[config.mk]
export PLATFORM = sky130hd
export DESIGN_NAME = maxpool_stream
export DESIGN_NICKNAME = d
export VERILOG_FILES = /design/src/rtl/maxpool_stream.sv
export SDC_FILE = /design/constraint.sdc
export NUM_CORES = 1
export LEC_CHECK = 0
export CORE_MARGIN = 3
export CORE_UTILIZATION = 55
export CTS_CLUSTER_DIAMETER = 60
export DETAILED_ROUTE_END_ITERATION = 7
export MAX_ROUTING_LAYER = met4
export PLACE_DENSITY_LB_ADDON = 0.2
export SLEW_MARGIN = 40
export SYNTH_ARGS = -nofsm -noshare
export SYNTH_HDL_FRONTEND = slang
export SYNTH_SLANG_ARGS = --single-unit
[constraint.sdc]
create_clock -name clk -period 5.4 [get_ports clk]
set_input_delay 1.08 -clock clk [delete_from_list [all_inputs] [get_ports clk]]
set_output_delay 1.08 -clock clk [all_outputs]
set_load 0.01 [all_outputs]
[src/rtl/maxpool_stream.sv]
// Streaming max-reduction: registered comparator tree per beat, then a windowed
// running-max accumulator that emits one (max, arg-max) pair per window.
module maxpool_stream #(
    parameter int unsigned DW     = 8,
    parameter int unsigned LANES  = 4,
    parameter int unsigned SIGNED = 0,
    parameter int unsigned CNT_W  = 8,
    localparam int unsigned LW    = $clog2(LANES),
    localparam int unsigned IW    = CNT_W + LW
) (
    input  logic                  clk,
    input  logic                  rst,
    input  logic                  clear,
    input  logic [CNT_W-1:0]      win_len,
    input  logic                  in_valid,
    output logic                  in_ready,
    input  logic [LANES*DW-1:0]   in_data,
    output logic                  out_valid,
    input  logic                  out_ready,
    output logic [DW-1:0]         out_max,
    output logic [IW-1:0]         out_idx
);

    typedef enum logic [0:0] {StIdle, StAcc} state_e;

    // Heap layout: node k has children 2k (lower lanes) and 2k+1; lane i sits at LANES+i.
    logic [DW-1:0]    val_q    [1:2*LANES-1];
    logic [DW-1:0]    val_d    [1:2*LANES-1];
    logic [LW-1:0]    idx_q    [1:LANES-1];
    logic [LW-1:0]    idx_d    [1:LANES-1];
    logic [LW-1:0]    node_idx [1:2*LANES-1];
    logic [LW:0]      vld_q, vld_d;

    state_e           state_q, state_d;
    logic [CNT_W-1:0] len_q, len_d;
    logic [CNT_W-1:0] cnt_q, cnt_d;
    logic [DW-1:0]    run_max_q, run_max_d;
    logic [IW-1:0]    run_idx_q, run_idx_d;
    logic             out_valid_q, out_valid_d;
    logic [DW-1:0]    out_max_q, out_max_d;
    logic [IW-1:0]    out_idx_q, out_idx_d;

    logic             adv;
    logic [DW-1:0]    root_val;
    logic [LW-1:0]    root_idx;
    logic             root_vld;
    logic [CNT_W-1:0] cnt_inc;
    logic [CNT_W-1:0] win_eff;

    function automatic logic gt(input logic [DW-1:0] b, input logic [DW-1:0] a);
        if (SIGNED != 0) begin
            return $signed(b) > $signed(a);
        end
        return b > a;
    endfunction

    assign adv      = !out_valid_q || out_ready;
    assign in_ready = adv && !clear && !rst;

    assign out_valid = out_valid_q;
    assign out_max   = out_max_q;
    assign out_idx   = out_idx_q;

    assign root_val = val_q[1];
    assign root_idx = idx_q[1];
    assign root_vld = vld_q[LW];
    assign cnt_inc  = cnt_q + CNT_W'(1);
    assign win_eff  = (win_len == '0) ? CNT_W'(1) : win_len;

    always_comb begin
        for (int k = 1; k < LANES; k++) begin
            node_idx[k] = idx_q[k];
        end
        for (int i = 0; i < LANES; i++) begin
            node_idx[LANES+i] = LW'(i);
        end
    end

    always_comb begin
        for (int i = 0; i < LANES; i++) begin
            val_d[LANES+i] = in_data[i*DW +: DW];
        end
        // Higher-index operand wins only on strict greater, so ties keep the lower index.
        for (int k = 1; k < LANES; k++) begin
            if (gt(val_q[2*k+1], val_q[2*k])) begin
                val_d[k] = val_q[2*k+1];
                idx_d[k] = node_idx[2*k+1];
            end else begin
                val_d[k] = val_q[2*k];
                idx_d[k] = node_idx[2*k];
            end
        end
        vld_d = {vld_q[LW-1:0], in_valid && in_ready};
    end

    always_ff @(posedge clk or posedge rst) begin
        if (rst) begin
            val_q <= '{default: '0};
            idx_q <= '{default: '0};
            vld_q <= '0;
        end else begin
            if (adv) begin
                val_q <= val_d;
                idx_q <= idx_d;
            end
            if (clear) begin
                vld_q <= '0;
            end else if (adv) begin
                vld_q <= vld_d;
            end
        end
    end

    always_comb begin
        state_d     = state_q;
        len_d       = len_q;
        cnt_d       = cnt_q;
        run_max_d   = run_max_q;
        run_idx_d   = run_idx_q;
        out_valid_d = out_valid_q;
        out_max_d   = out_max_q;
        out_idx_d   = out_idx_q;

        if (clear) begin
            state_d     = StIdle;
            cnt_d       = '0;
            out_valid_d = 1'b0;
        end else if (adv) begin
            out_valid_d = 1'b0;
            if (root_vld) begin
                case (state_q)
                    StIdle: begin
                        len_d     = win_eff;
                        run_max_d = root_val;
                        run_idx_d = IW'(root_idx);
                        cnt_d     = CNT_W'(1);
                        if (win_eff == CNT_W'(1)) begin
                            out_valid_d = 1'b1;
                            out_max_d   = root_val;
                            out_idx_d   = IW'(root_idx);
                        end else begin
                            state_d = StAcc;
                        end
                    end
                    StAcc: begin
                        if (gt(root_val, run_max_q)) begin
                            run_max_d = root_val;
                            run_idx_d = {cnt_q, root_idx};
                        end
                        cnt_d = cnt_inc;
                        // Accumulator frees on the completing edge; next window needs no bubble.
                        if (cnt_inc == len_q) begin
                            out_valid_d = 1'b1;
                            out_max_d   = run_max_d;
                            out_idx_d   = run_idx_d;
                            state_d     = StIdle;
                        end
                    end
                    default: state_d = StIdle;
                endcase
            end
        end
    end

    always_ff @(posedge clk or posedge rst) begin
        if (rst) begin
            state_q     <= StIdle;
            len_q       <= '0;
            cnt_q       <= '0;
            run_max_q   <= '0;
            run_idx_q   <= '0;
            out_valid_q <= 1'b0;
            out_max_q   <= '0;
            out_idx_q   <= '0;
        end else begin
            state_q     <= state_d;
            len_q       <= len_d;
            cnt_q       <= cnt_d;
            run_max_q   <= run_max_d;
            run_idx_q   <= run_idx_d;
            out_valid_q <= out_valid_d;
            out_max_q   <= out_max_d;
            out_idx_q   <= out_idx_d;
        end
    end

endmodule

==> impl_metrics.csv <==
group,metric,value,unit
status,status,"finished, final reports clean",
placed_design,io_buffer_count,64,
clocking,ctsHtreeMaxLevel,4,
worst_setup_path,cp_max_fo,9,
worst_setup_path,crit_chain,"clkdlybuf4s50_1 > nor3_1 > clkdlybuf4s50_1",
worst_setup_path,max_stage_delay,0.57,ns
worst_setup_path,rr_worst_depth,7,
clocking,cts_sinks,118,
timing,holdWs,0.462,ns
global_routing,track_usage,21.6,%
synthesis,synth_flop_cell,"dfrtp_1",
cells_and_area,area_delta_synth_final,21.6,%
synthesis,synth_xor_xnor_area_share,1.01,%
worst_setup_path,critPathKind,"in2out",
synthesis,synthArstFlopShare,100,%
power,cellLeakagePower,3.48,nW
floorplan,start_util,57.7,%
worst_hold_path,holdPathStages,1,
timing,fin_skew,0.00703,ns
synthesis,synth_top_family_by_area,"compound AO/OA/AOI/OAI gates",
synthesis,synth_fa_ha_area_share,6.81,%
timing,fmax,0.281,GHz
clocking,cts_resized,0,
placed_design,hpwl,8.47,mm
worst_setup_path,slowest_stage,"clkdlybuf4s50_1",
global_routing,antenna_found_initial,0,
timing,timing_worst_slew_pin_value,0.748,ns
routing,drt-total-wl,12.2,mm
global_routing,grt_pass1_wl,21.3,mm
routing,postRouteAntennaNets,0,
timing,fin_crit_sh,66.0,%
worst_setup_path,r2r_setup_slack,2.50,ns
synthesis,ys_seq_area_share,48.7,%
routing,vias_per_cell,5.53,
synthesis,synthTopCellsByCount,"nand2_1, dfrtp_1, o21ai_0",
clocking,cts_buffers,17,
job,cap_violations,0,
synthesis,syn_area_per_cell,10.0,sq um
synthesis,synth_top_area_cell,"dfrtp_1",
cells_and_area,drive_gt1_share,10.5,%
synthesis,synth_top_area_share,48.7,%
global_routing,grt_pass1_vias,4566,
global_routing,grt_max_degree,86,
floorplan,rows,37,
worst_setup_path,r2r_start,"cnt_q[0]",
floorplan,die_area,12300,sq um
routing,via_count,4475,
worst_setup_path,cp_data_required_time,4.32,ns
placed_design,routabilityCongestion,0.803,
timing,maxSlewHeadroom,50.1,%
timing,slew_violations,0,
routing,first_pass_iters,7,
synthesis,synth_area_leaders,"dfrtp_1, nand2_1, ha_1",
cells_and_area,finalInstanceArea,7370,sq um
synthesis,synth_enable_flop_cells,0,
routing,drtIter0Drc,219,
synthesis,ys_types,54,
floorplan,dieHeight,111,microns
clocking,post_cts_buffers,0,
worst_setup_path,start_kind,"input port",
synthesis,yosysMostFrequentCell,"nand2_1",
timing,grt_setup_unrepaired,"false",
clocking,insertion_delay,0.52,ns
cells_and_area,antenna_cells,0,
global_routing,grt_overflow,0,
routing,wire_per_inst,15.1,microns
synthesis,syn_area,6060,sq um
clocking,cts_tree,"built",
synthesis,synth_nets,682,
floorplan,die_w,111,microns
power,ir_drop,0.000179,V
timing,setup_viol_count_final,0,
clocking,cts_hold_buf,0,
worst_setup_path,cp.arrival,2.48,ns
clocking,clock_path_buffers,2,
worst_setup_path,crit_top_cell,"clkdlybuf4s50_1",
synthesis,yosys.area_share.simple,13.1,%
timing,finalHoldViolCount,0,
timing,finalSetupTns,0,ns
floorplan,boundaryPins,65,
worst_hold_path,min_from,"idx_q[1]",
timing,finalCriticalPeriod,3.56,ns
clocking,path_clk_slew,0.05,ns
routing,drc,0,
synthesis,synth_cells,604,
synthesis,ys_warn_count,0,
power,p_per_area,338,nW/um^2
floorplan,core,10500,sq um
worst_setup_path,cp-end-kind,"primary output",
worst_hold_path,hold_path.class,"reg2reg",
synthesis,synth_compound_area_share,13.7,%
worst_setup_path,reg2reg_to,"out_max[7]",
placed_design,place_area,6820,sq um
synthesis,synth_mux_area_share,11.9,%
cells_and_area,fin_nets,741,
worst_hold_path,min_to,"idx_q[1]",
clocking,cts_root_buf,"clkbuf_8",
synthesis,ys_ff_latch,118,
logic make-up (layout without fill, tap and decap cells):
family / Yosys count / after routing
compound gates: 128 / 128
simple gates: 178 / 178
buf+inv: 72 / 141
fa+ha+maj: 33 / 33
xor+xnor: 7 / 7
mux: 68 / 68
flops: 118 / 118
state kept, by name (all words and copies together), names as in the netlist:
register   cells
out_idx       10
root_val       8
out_max        8
run_max_q      8
idx_q          3
val_q         48
run_idx_q     10
out_valid      1
root_idx       2
state_q        1
vld_q          3
len_q          8
cnt_q          8
report_power, final:
part | total (mW) | internal, mW | switching (mW)
registers | 1.04 | 0.967 | 0.0710
logic | 0.398 | 0.202 | 0.196
clock network | 1.06 | 0.695 | 0.363
worst max path at each step:
stage                      from  endpoint  slack (ns)  cells past startpoint
final                     clear  in_ready        1.84                      3
after global routing      clear  in_ready        1.76                      3
after CTS                 clear  in_ready        1.82                      3
after detailed placement  clear  in_ready        1.85                      3
after global placement    clear  in_ready        1.87                      3
after floorplan             rst  cnt_q[0]        1.18                      1
critical path: cells and delay by family:
kind,cells,cell delay (ns)
and+or+nand+nor,1,0.26
buffers and inverters,2,1.14
per-stage QoR:
step | std cells | utilization [%] | total power, mW | setup WS, ns
floorplan | 604 | - | 1.32 | 1.18
global placement | 780 | 64.7 | 1.43 | 1.87
detailed placement | 780 | 64.9 | 1.45 | 1.85
CTS | 809 | 70.2 | 2.51 | 1.82
global route | 809 | 70.2 | 2.61 | 1.76
finish | 809 | 70.2 | 2.49 | 1.84
cell type report:
cell class,count,area [sq um]
inverter,42,163
sequential,118,2950
fill,791,3140
tap,136,170
clock buffer,25,484
clock inverter,4,70.1
timing repair buffer,70,686
multi-input combinational,414,2850
metal layers:
metal / global-route usage, % / wire length, microns / vias up
met5: - / 0 / -
met2: 34.7 / 5930 / 107
met3: 5.08 / 534 / 17
met1: 27.2 / 5580 / 2132
met4: 6.98 / 174 / 0
li1: - / - / 2219
layout by cell type (no fill, tap or decap), types with 6 or more instances in the layout:
master	n
nand2_1	123
o21ai_0	61
inv_1	41
mux2_2	29
dfrtp_1	118
a21oi_1	15
mux2i_1	37
a21o_1	6
ha_1	33
a22o_1	10
clkbuf_16	16
o2bb2ai_1	10
clkdlybuf4s50_1	64
nand3_1	8
buf_4	6
nor2_1	13
(Power assumes the default switching activity.)
